$ cat config.mk
export PLATFORM = sky130hd
export DESIGN_NAME = multicycle_control
export DESIGN_NICKNAME = d
export VERILOG_FILES = /design/src/rtl/multicycle_control.sv
export SDC_FILE = /design/constraint.sdc
export NUM_CORES = 1
export LEC_CHECK = 0
export CAP_MARGIN = 20
export CORE_UTILIZATION = 30
export CTS_BUF_LIST = sky130_fd_sc_hd__clkbuf_2
export CTS_CLUSTER_DIAMETER = 80
export CTS_CLUSTER_SIZE = 14
export DETAILED_ROUTE_END_ITERATION = 7
export PLACE_DENSITY = 0.69
export SLEW_MARGIN = 15
export SYNTH_ARGS = -nofsm -noshare
export SYNTH_HDL_FRONTEND = slang
export SYNTH_SLANG_ARGS = --single-unit
$ cat constraint.sdc
create_clock -name clock -period 2.3 [get_ports clock]
set_clock_uncertainty 0.2 [all_clocks]
set_input_delay 0.69 -clock clock [delete_from_list [all_inputs] [get_ports clock]]
set_output_delay 0.69 -clock clock [all_outputs]
set_load 0.02 [all_outputs]
$ cat src/rtl/multicycle_control.sv
// Multi-cycle sequencing controller for the 16-bit MIPS datapath.
// Moore FSM steps each instruction through fetch/decode/execute/memory/write-back.
module multicycle_control (
  input  logic        clock,
  input  logic        reset_n,
  input  logic        run,
  input  logic [3:0]  opcode,
  input  logic        zero,
  input  logic        mem_ready,
  output logic        mem_req,
  output logic        mem_we,
  output logic        iord,
  output logic        ir_write,
  output logic        pc_write,
  output logic        pc_source,
  output logic        alu_src_a,
  output logic [1:0]  alu_src_b,
  output logic [2:0]  alu_op,
  output logic        reg_write,
  output logic        reg_dst,
  output logic        mem_to_reg,
  output logic        illegal,
  output logic [15:0] instr_count,
  output logic [3:0]  state
);

  localparam int unsigned CNT_W = 16;

  localparam logic [2:0] ALU_ADD = 3'b010;
  localparam logic [2:0] ALU_SUB = 3'b110;
  localparam logic [2:0] ALU_AND = 3'b000;
  localparam logic [2:0] ALU_OR  = 3'b001;
  localparam logic [2:0] ALU_SLT = 3'b111;

  typedef enum logic [3:0] {
    S_IDLE     = 4'd0,
    S_FETCH    = 4'd1,
    S_DECODE   = 4'd2,
    S_EXEC_R   = 4'd3,
    S_WB_R     = 4'd4,
    S_EXEC_I   = 4'd5,
    S_WB_I     = 4'd6,
    S_MEM_ADDR = 4'd7,
    S_MEM_RD   = 4'd8,
    S_WB_MEM   = 4'd9,
    S_MEM_WR   = 4'd10,
    S_BRANCH   = 4'd11
  } state_t;

  state_t             state_q, state_d;
  state_t             boundary_state;
  logic [CNT_W-1:0]   instr_count_q, instr_count_d;
  logic               illegal_q, illegal_d;

  // State, counter and sticky flag registers
  always_ff @(posedge clock or negedge reset_n) begin
    if (!reset_n) begin
      state_q       <= S_IDLE;
      instr_count_q <= '0;
      illegal_q     <= 1'b0;
    end else begin
      state_q       <= state_d;
      instr_count_q <= instr_count_d;
      illegal_q     <= illegal_d;
    end
  end

  // Instruction boundary: run is only honoured here
  assign boundary_state = run ? S_FETCH : S_IDLE;

  // Next-state and Moore output decode
  always_comb begin
    state_d       = state_q;
    instr_count_d = instr_count_q;
    illegal_d     = illegal_q;
    mem_req       = 1'b0;
    mem_we        = 1'b0;
    iord          = 1'b0;
    ir_write      = 1'b0;
    pc_write      = 1'b0;
    pc_source     = 1'b0;
    alu_src_a     = 1'b0;
    alu_src_b     = 2'b00;
    alu_op        = 3'b000;
    reg_write     = 1'b0;
    reg_dst       = 1'b0;
    mem_to_reg    = 1'b0;

    case (state_q)
      S_IDLE: begin
        if (run) state_d = S_FETCH;
      end
      S_FETCH: begin
        mem_req   = 1'b1;
        alu_src_b = 2'b01;
        alu_op    = ALU_ADD;
        if (mem_ready) begin
          ir_write      = 1'b1;
          pc_write      = 1'b1;
          instr_count_d = instr_count_q + CNT_W'(1);
          state_d       = S_DECODE;
        end
      end
      S_DECODE: begin
        alu_src_b = 2'b11;
        alu_op    = ALU_ADD;
        case (opcode)
          4'b0000, 4'b0001, 4'b0010, 4'b0011, 4'b0111: state_d = S_EXEC_R;
          4'b0100:          state_d = S_EXEC_I;
          4'b0101, 4'b0110: state_d = S_MEM_ADDR;
          4'b1000:          state_d = S_BRANCH;
          default: begin
            illegal_d = 1'b1;
            state_d   = boundary_state;
          end
        endcase
      end
      S_EXEC_R: begin
        alu_src_a = 1'b1;
        case (opcode)
          4'b0001: alu_op = ALU_SUB;
          4'b0010: alu_op = ALU_AND;
          4'b0011: alu_op = ALU_OR;
          4'b0111: alu_op = ALU_SLT;
          default: alu_op = ALU_ADD;
        endcase
        state_d = S_WB_R;
      end
      S_WB_R: begin
        reg_write = 1'b1;
        reg_dst   = 1'b1;
        state_d   = boundary_state;
      end
      S_EXEC_I: begin
        alu_src_a = 1'b1;
        alu_src_b = 2'b10;
        alu_op    = ALU_ADD;
        state_d   = S_WB_I;
      end
      S_WB_I: begin
        reg_write = 1'b1;
        state_d   = boundary_state;
      end
      S_MEM_ADDR: begin
        alu_src_a = 1'b1;
        alu_src_b = 2'b10;
        alu_op    = ALU_ADD;
        state_d   = (opcode == 4'b0110) ? S_MEM_WR : S_MEM_RD;
      end
      S_MEM_RD: begin
        mem_req = 1'b1;
        iord    = 1'b1;
        if (mem_ready) state_d = S_WB_MEM;
      end
      S_WB_MEM: begin
        reg_write  = 1'b1;
        mem_to_reg = 1'b1;
        state_d    = boundary_state;
      end
      S_MEM_WR: begin
        mem_req = 1'b1;
        mem_we  = 1'b1;
        iord    = 1'b1;
        if (mem_ready) state_d = boundary_state;
      end
      S_BRANCH: begin
        alu_src_a = 1'b1;
        alu_op    = ALU_SUB;
        pc_source = 1'b1;
        pc_write  = zero;
        state_d   = boundary_state;
      end
      default: state_d = S_IDLE;
    endcase
  end

  assign state       = state_q;
  assign instr_count = instr_count_q;
  assign illegal     = illegal_q;

endmodule

==> out/metrics.json, run 1 <==
{
  "initial_core_util_pct": 31.03,
  "tritoncts": "done",
  "min_period_ns": 2.693,
  "grt_first_pass_wirelength_um": 5982,
  "cts_made_buffers": 3,
  "criticalPathCategory": "register to output port",
  "synth_sequential_area_ratio_pct": 42.34,
  "setup_viol": 13,
  "path_cells": "nor2_2, or4b_4, o22ai_4, nor2_4, buf_6",
  "layout.cells.non_filler": 283,
  "ys_types": 36,
  "netlist_area_um2": 1241,
  "cts_hold_repair.buffers": 0,
  "regToRegSetupSlack_ns": 0.14,
  "static-leakage-power_nw": 1.308,
  "grt_antenna_before_repair": 0,
  "ir_drop_uv": 506.0,
  "min-delay-path-class": "register to register",
  "register_area_um2": 529.3,
  "setup_repair_after_global_routing_missed_its_margin": "yes",
  "start_kind": "register",
  "pwr_density_cell_nw_per_um2": 1000,
  "drt_drc_violations_left": 0,
  "routabilityCongestion": 0.7826,
  "final.period_utilization_pct": 117.1,
  "floorplan.die.width_um": 66.32,
  "timing.max_cap.violations": 0,
  "post-route-util_pct": 60.28,
  "fillerInstances": 331,
  "layout.cells.most_common_list": "sky130_fd_sc_hd__buf_4, sky130_fd_sc_hd__buf_6, sky130_fd_sc_hd__dfrtp_1",
  "tightestPinTransition_ns": 0.2853,
  "hold_violations": 0,
  "layout-area-overhead-vs-synth_pct": 94.25,
  "crit_required_ns": 1.41,
  "critical_path.slowest_cell": "sky130_fd_sc_hd__or4b_4",
  "route.antenna.remaining_nets": 0,
  "design.final.nets": 244,
  "drt_iter0_markers": 69,
  "wl_per_cell_um": 13.31,
  "path_clk_slew_ns": 0.21,
  "antennaDiodeCount": 0,
  "synth-warning-count": 0,
  "worst_ep_arrival_time_ns": 1.80,
  "final_max_slew_viol_count": 0,
  "dp.final_hpwl_um": 2498,
  "synthesis.instances": 141,
  "area_enclosed_by_the_die_boundary_um2": 4398,
  "clockBufferDepth": 2,
  "cts_max_level": 1,
  "critical-path-max-stage-delay_ns": 0.52,
  "failing_checks": "setup timing",
  "max_freq_mhz": 371.4,
  "synth_area_per_cell_um2": 8.803,
  "cts_root_buffer": "sky130_fd_sc_hd__clkbuf_2",
  "route.detailed.vias_per_inst": 4.876,
  "outcome": "finished with violations",
  "drt-pass1-iter-count": 4,
  "syn-num-nets": 151,
  "io_buffer_count": 44,
  "globalRouteTotalUtil_pct": 17.85,
  "core-area_um2": 4000,
  "grt_start_max_net_pins": 22,
  "timing.slew.headroom_pct": 80.73,
  "place.detailed.instances": 261,
  "vias": 1380,
  "end_kind": "output port",
  "timing.critical_path.fanout_max": 4,
  "synth.ff_latch_count": 21,
  "die_y_um": 66.32,
  "layout-drive-gt1-share_pct": 47.64,
  "area_of_combinational_cells_with_multiple_inputs_um2": 849.6,
  "worst_setup_margin_ns": -0.3927,
  "totalNegativeSetupSlack_ns": -2.538,
  "cts_sinks": 21,
  "pin_count": 45,
  "detail_route.wirelength_um": 3766,
  "clk-insertion-delay-late_ns": 0.33,
  "globalRoute.totalOverflow": 0,
  "grt_pass1_vias": 1324,
  "mostFrequentLayoutCell": "sky130_fd_sc_hd__buf_4",
  "rows": 23
}
## what timing repair did
action                                  in CTS  in global routing
cloned                                       1                  0
endpoints found under the setup margin      27                 26
setup buffers                               14                  6
pin swaps                                   11                  9
hold endpoints to repair                     0                  0
gates resized for setup                    150                 31
## final timing paths
check                           startpoint         endpoint  depth (start not counted)
setup reg to reg                  state[2]   instr_count[4]                          8
max in group asynchronous          reset_n         state[3]                          2
hold reg to reg            instr_count[15]  instr_count[15]                          1
setup / recovery                  state[2]        alu_op[1]                          5
hold / removal             instr_count[15]  instr_count[15]                          1
min in group asynchronous          reset_n  instr_count[11]                          2
## stage by stage
step | instance area [µm²] | setup WS [ns] | power [mW] | hold slack (ns)
3_3_place_gp | 2008 | -1.099 | 1.804 | 0.2614
6_report | 2411 | -0.3927 | 2.412 | 0.2768
4_1_cts | 2301 | -0.4164 | 2.316 | 0.2908
5_1_grt | 2411 | -0.4713 | 2.556 | 0.3101
3_5_place_dp | 2008 | -1.110 | 1.813 | 0.2669
2_1_floorplan | 1300 | -0.08014 | 1.233 | 0.1944
## cell type report
class / count / share of cell area (%)
timing repair buffer: 93 / 37.47
multi-input combinational: 106 / 35.24
sequential: 21 / 21.95
tap: 50 / 2.595
inverter: 9 / 1.920
clock buffer: 3 / 0.6227
clock inverter: 1 / 0.2076
## flip-flops by register name, indices dropped and copies added (netlist names)
signal / count
instr_count: 16
illegal: 1
state: 4
## routing by layer
metal	vias to the layer above	part of all wire [%]	GRT usage, %
li1	676	-	-
met1	667	44	22.46
met2	34	52	30.74
met3	3	3.9	3.793
met4	0	0.50	4.521
met5	-	0	0
## Yosys cell counts, drive strengths merged
library cell / number / share of area (%)
a21boi: 1 / 0.61
a21oi: 3 / 1.2
a31o: 2 / 1.4
a31oi: 2 / 1.0
a32o: 1 / 0.81
a32oi: 1 / 0.71
and3: 2 / 1.0
and4: 3 / 2.1
buf: 1 / 0.40
clkbuf: 4 / 1.2
clkinv: 1 / 0.40
dfrtp: 21 / 42
ha: 1 / 1.0
inv: 8 / 2.4
mux2i: 1 / 0.81
nand2: 20 / 6.0
nand2b: 2 / 1.0
nand3: 5 / 2.0
nand4: 5 / 2.5
nor2: 16 / 4.8
nor2b: 2 / 1.0
nor3: 5 / 3.8
o211ai: 1 / 0.61
o21ai: 6 / 2.4
o22ai: 1 / 0.50
o2bb2ai: 1 / 0.71
o31a: 1 / 0.71
o41ai: 1 / 0.71
or2: 1 / 0.71
or3: 4 / 2.0
or4b: 2 / 1.6
xnor2: 10 / 7.1
xor2: 6 / 4.2
## where the power goes
part / total (mW) / internal (mW) / switching [mW]
Sequential: 0.528 / 0.447 / 0.0804
Combinational: 1.73 / 0.902 / 0.830
Clock: 0.152 / 0.0394 / 0.113
## cell families (layout without fill, tap and decap cells)
kind of cell	Yosys count	in the layout	share of synthesized area (%)
AO/OA/AOI/OAI	21	21	11.39
XOR/XNOR	16	16	11.29
adder cells (fa/ha/maj)	1	1	1.008
buffers and inverters	14	106	4.434
flip-flops	21	21	42.34
multiplexers	1	1	0.8065
AND/OR/NAND/NOR	67	67	28.73
## critical path, delay by kind of cell, from the launching register on
family	cells	cell delay (ns)
buf+inv	1	0.12
compound gates	1	0.16
simple gates	3	0.69
flops	1	0.49
No activity file was read; power rests on OpenSTA's default activity.
==> inputs of run 2 (changes only) <==
--- a/config.mk
+++ b/config.mk
@@ -5,7 +5,6 @@
 export SDC_FILE = /design/constraint.sdc
 export NUM_CORES = 1
 export LEC_CHECK = 0
-export CAP_MARGIN = 20
 export CORE_UTILIZATION = 30
 export CTS_BUF_LIST = sky130_fd_sc_hd__clkbuf_2
 export CTS_CLUSTER_DIAMETER = 80
==> results of run 2 <==
Same layout as run 1: the final DEF is identical, and so are final timing and power.
==> inputs of run 3 (changes only) <==
--- a/config.mk
+++ b/config.mk
@@ -5,12 +5,12 @@
 export SDC_FILE = /design/constraint.sdc
 export NUM_CORES = 1
 export LEC_CHECK = 0
-export CORE_UTILIZATION = 30
+export CORE_UTILIZATION = 40
 export CTS_BUF_LIST = sky130_fd_sc_hd__clkbuf_2
 export CTS_CLUSTER_DIAMETER = 80
 export CTS_CLUSTER_SIZE = 14
 export DETAILED_ROUTE_END_ITERATION = 7
-export PLACE_DENSITY = 0.69
+export PLACE_DENSITY = 0.85
 export SLEW_MARGIN = 15
 export SYNTH_ARGS = -nofsm -noshare
 export SYNTH_HDL_FRONTEND = slang
==> run 3 against run 2 <==
Against the previous run: the flow finishes with violations (DRC, setup timing); critical path depth fell by 1; routed wire length rose by 18%; clock power rose by 6%; sequential share of layout area rose by 1.5 points; via count rose by 3.9%; power fell by 4.8%; fmax rose by 0.18%; die area fell by 24%; hold slack improved by 0.016 ns; critical path type unchanged; largest cell class is now multi-input combinational cells.
==> out/metrics.json, run 3 (synthesis gave the netlist of run 1 again) <==
{
  "route.antenna.remaining_nets": {"value": 0, "change": "unchanged"},
  "pwr_density_cell": {"value": 1015, "unit": "nW/µm²", "change": "+1.5%"},
  "drt_drc_violations_left": {"value": 1, "change": "+1"},
  "vias": {"value": 1434, "change": "+3.9%"},
  "die_y": {"value": 57.71, "unit": "µm", "change": "-13%"},
  "end_kind": "output port",
  "layout.cells.non_filler": {"value": 258, "change": "-8.8%"},
  "timing.critical_path.fanout_max": {"value": 3, "change": "-1"},
  "r2r.worst_path.cells": {"value": 5, "change": "-3"},
  "grt_first_pass_wirelength": {"value": 6713, "unit": "µm", "change": "+12%"},
  "setup_repair_after_global_routing_missed_its_margin": "yes",
  "static-leakage-power": {"value": 1.238, "unit": "nW", "change": "-5.4%"},
  "drt_iter0_markers": {"value": 57, "change": "-17%"},
  "cts_made_buffers": {"value": 3, "change": "unchanged"},
  "initial_core_util": {"value": 43.51, "unit": "%", "change": "+12 points"},
  "layout.cells.most_common_list": "sky130_fd_sc_hd__buf_4, sky130_fd_sc_hd__dfrtp_1, sky130_fd_sc_hd__buf_6",
  "min-delay-path-class": "register to register",
  "r2r_start": "state[1]",
  "final.period_utilization": {"value": 116.9, "unit": "%", "change": "-0.21 points"},
  "flip_flop_count_of_the_largest_register_after_layout": {"value": 16, "change": "unchanged"},
  "ir_drop": {"value": 826.2, "unit": "µV", "change": "+63%"},
  "route.detailed.vias_per_inst": {"value": 5.558, "change": "+14%"},
  "core-area": {"value": 2853, "unit": "µm²", "change": "-29%"},
  "drt-pass1-iter-count": {"value": 6, "change": "+2"},
  "globalRoute.totalOverflow": {"value": 0, "change": "unchanged"},
  "setup_viol": {"value": 15, "change": "+2"},
  "hold-path-cell-count": {"value": 1, "change": "unchanged"},
  "final_max_slew_viol_count": {"value": 0, "change": "unchanged"},
  "clockBufferDepth": {"value": 2, "change": "unchanged"},
  "hold_violations": {"value": 0, "change": "unchanged"},
  "antennaDiodeCount": {"value": 0, "change": "unchanged"},
  "min_period": {"value": 2.688, "unit": "ns", "change": "-0.004936 ns"},
  "grt_pass1_vias": {"value": 1413, "change": "+6.7%"},
  "routabilityCongestion": {"value": 0.8903, "change": "+14%"},
  "path_clk_slew": {"value": 0.19, "unit": "ns", "change": "-0.02 ns"},
  "grt_start_max_net_pins": {"value": 22, "change": "unchanged"},
  "rows": {"value": 19, "change": "-17%"},
  "design.final.nets": {"value": 238, "change": "-2.5%"},
  "crit_required": {"value": 1.41, "unit": "ns", "change": "about the same"},
  "hold-worst-slack": {"value": 0.2928, "unit": "ns", "change": "+0.01598 ns"},
  "total_power_consumption": {"value": 2.295, "unit": "mW", "change": "-4.8%"},
  "layout-area-overhead-vs-synth_pct": 82.16,
  "worst_hold_path.endpoint": "instr_count[15]",
  "layout-drive-gt1-share": {"value": 45.37, "unit": "%", "change": "-2.3 points"},
  "cts_hold_repair.buffers": {"value": 0, "change": "unchanged"},
  "dpl-instance-area": {"value": 1992, "unit": "µm²", "change": "-0.81%"},
  "outcome": "finished with violations",
  "timing.max_cap.violations": {"value": 0, "change": "unchanged"},
  "wl_per_cell": {"value": 17.19, "unit": "µm", "change": "+29%"},
  "max_freq": {"value": 372.1, "unit": "MHz", "change": "+0.18%"},
  "grt_antenna_before_repair": {"value": 0, "change": "unchanged"},
  "post-route-util": {"value": 79.25, "unit": "%", "change": "+19 points"},
  "start_kind": "register",
  "mostFrequentLayoutCell": "sky130_fd_sc_hd__buf_4",
  "place.detailed.instances": {"value": 243, "change": "-6.9%"},
  "area_of_combinational_cells_with_multiple_inputs": {"value": 827.0, "unit": "µm²", "change": "-2.7%"},
  "endpoint_of_the_worst_register_to_register_path": "instr_count[10]",
  "post-place-ws": {"value": -1.124, "unit": "ns", "change": "-0.01416 ns"},
  "timing.slew.headroom": {"value": 80.85, "unit": "%", "change": "+0.12 points"},
  "worst_ep_arrival_time": {"value": 1.80, "unit": "ns", "change": "about the same"},
  "criticalPathCategory": "register to output port",
  "fillerInstances": {"value": 181, "change": "-45%"},
  "cts_max_level": {"value": 1, "change": "unchanged"},
  "totalNegativeSetupSlack": {"value": -2.937, "unit": "ns", "change": "-0.3992 ns"},
  "pin_count": {"value": 45, "change": "unchanged"},
  "io_buffer_count": {"value": 44, "change": "unchanged"},
  "globalRouteTotalUtil": {"value": 26.53, "unit": "%", "change": "+8.7 points"},
  "cts_root_buffer": "sky130_fd_sc_hd__clkbuf_2",
  "hp-start": "instr_count[15]",
  "area_enclosed_by_the_die_boundary": {"value": 3330, "unit": "µm²", "change": "-24%"},
  "regToRegSetupSlack": {"value": 0.19, "unit": "ns", "change": "+0.05 ns"},
  "floorplan.die.width": {"value": 57.71, "unit": "µm", "change": "-13%"},
  "clk-insertion-delay-late": {"value": 0.33, "unit": "ns", "change": "about the same"},
  "tritoncts": "done",
  "finalInstanceArea": {"value": 2261, "unit": "µm²", "change": "-6.2%"},
  "failing_checks": "DRC, setup timing",
  "worst_setup_margin": {"value": -0.3877, "unit": "ns", "change": "+0.004936 ns"},
  "register_area": {"value": 529.3, "unit": "µm²", "change": "unchanged"},
  "tightestPinTransition": {"value": 0.2835, "unit": "ns", "change": "-0.001834 ns"},
  "detail_route.wirelength": {"value": 4434, "unit": "µm", "change": "+18%"},
  "dp.final_hpwl": {"value": 2761, "unit": "µm", "change": "+11%"},
  "cts_sinks": {"value": 21, "change": "unchanged"}
}
-- run 3: critical path, stage by stage, from the launching register on --
cell and delay (ns):
sky130_fd_sc_hd__dfrtp_2 0.46, sky130_fd_sc_hd__or4b_4 0.55, sky130_fd_sc_hd__or2_4 0.28, sky130_fd_sc_hd__nand2_4 0.06, sky130_fd_sc_hd__buf_6 0.11
-- run 3: final cells by class --
cell class	instances	area share [%]
Multi-Input combinational cell	106	36.58
Timing Repair Buffer	87	35.58
Sequential cell	21	23.41
Tap cell	31	1.716
Inverter	9	1.826
Clock buffer	4	0.8854
-- run 3: how the worst max path moves through the flow --
stage | start | to | slack [ns] | depth (start not counted)
6_report | state[1] | pc_write | -0.39 | 4
3_3_place_gp | opcode[1] | alu_op[0] | -1.10 | 5
3_5_place_dp | opcode[1] | alu_op[0] | -1.12 | 5
5_1_grt | state[1] | pc_write | -0.45 | 4
2_1_floorplan | state[1] | pc_write | -0.08 | 4
4_1_cts | state[1] | pc_write | -0.39 | 4
-- run 3: layer usage --
layer	part of all wire, %	global-route usage, %
met1	39	33.76
met4	3.2	7.823
met2	50	44.19
met3	8.2	7.589
met5	0	0
-- run 3: where the power goes --
group	switching (mW)	internal [mW]
Clock	0.115	0.0460
Combinational	0.819	0.772
Sequential	0.0961	0.447
-- run 3: timing repair --
| action | CTS | global route |
|---|---|---|
| endpoints found under the hold margin | 0 | 0 |
| setup endpoints to repair | 26 | 24 |
| resized for setup | 138 | 25 |
| buffers inserted | 10 | 1 |
| pin swaps | 9 | 4 |
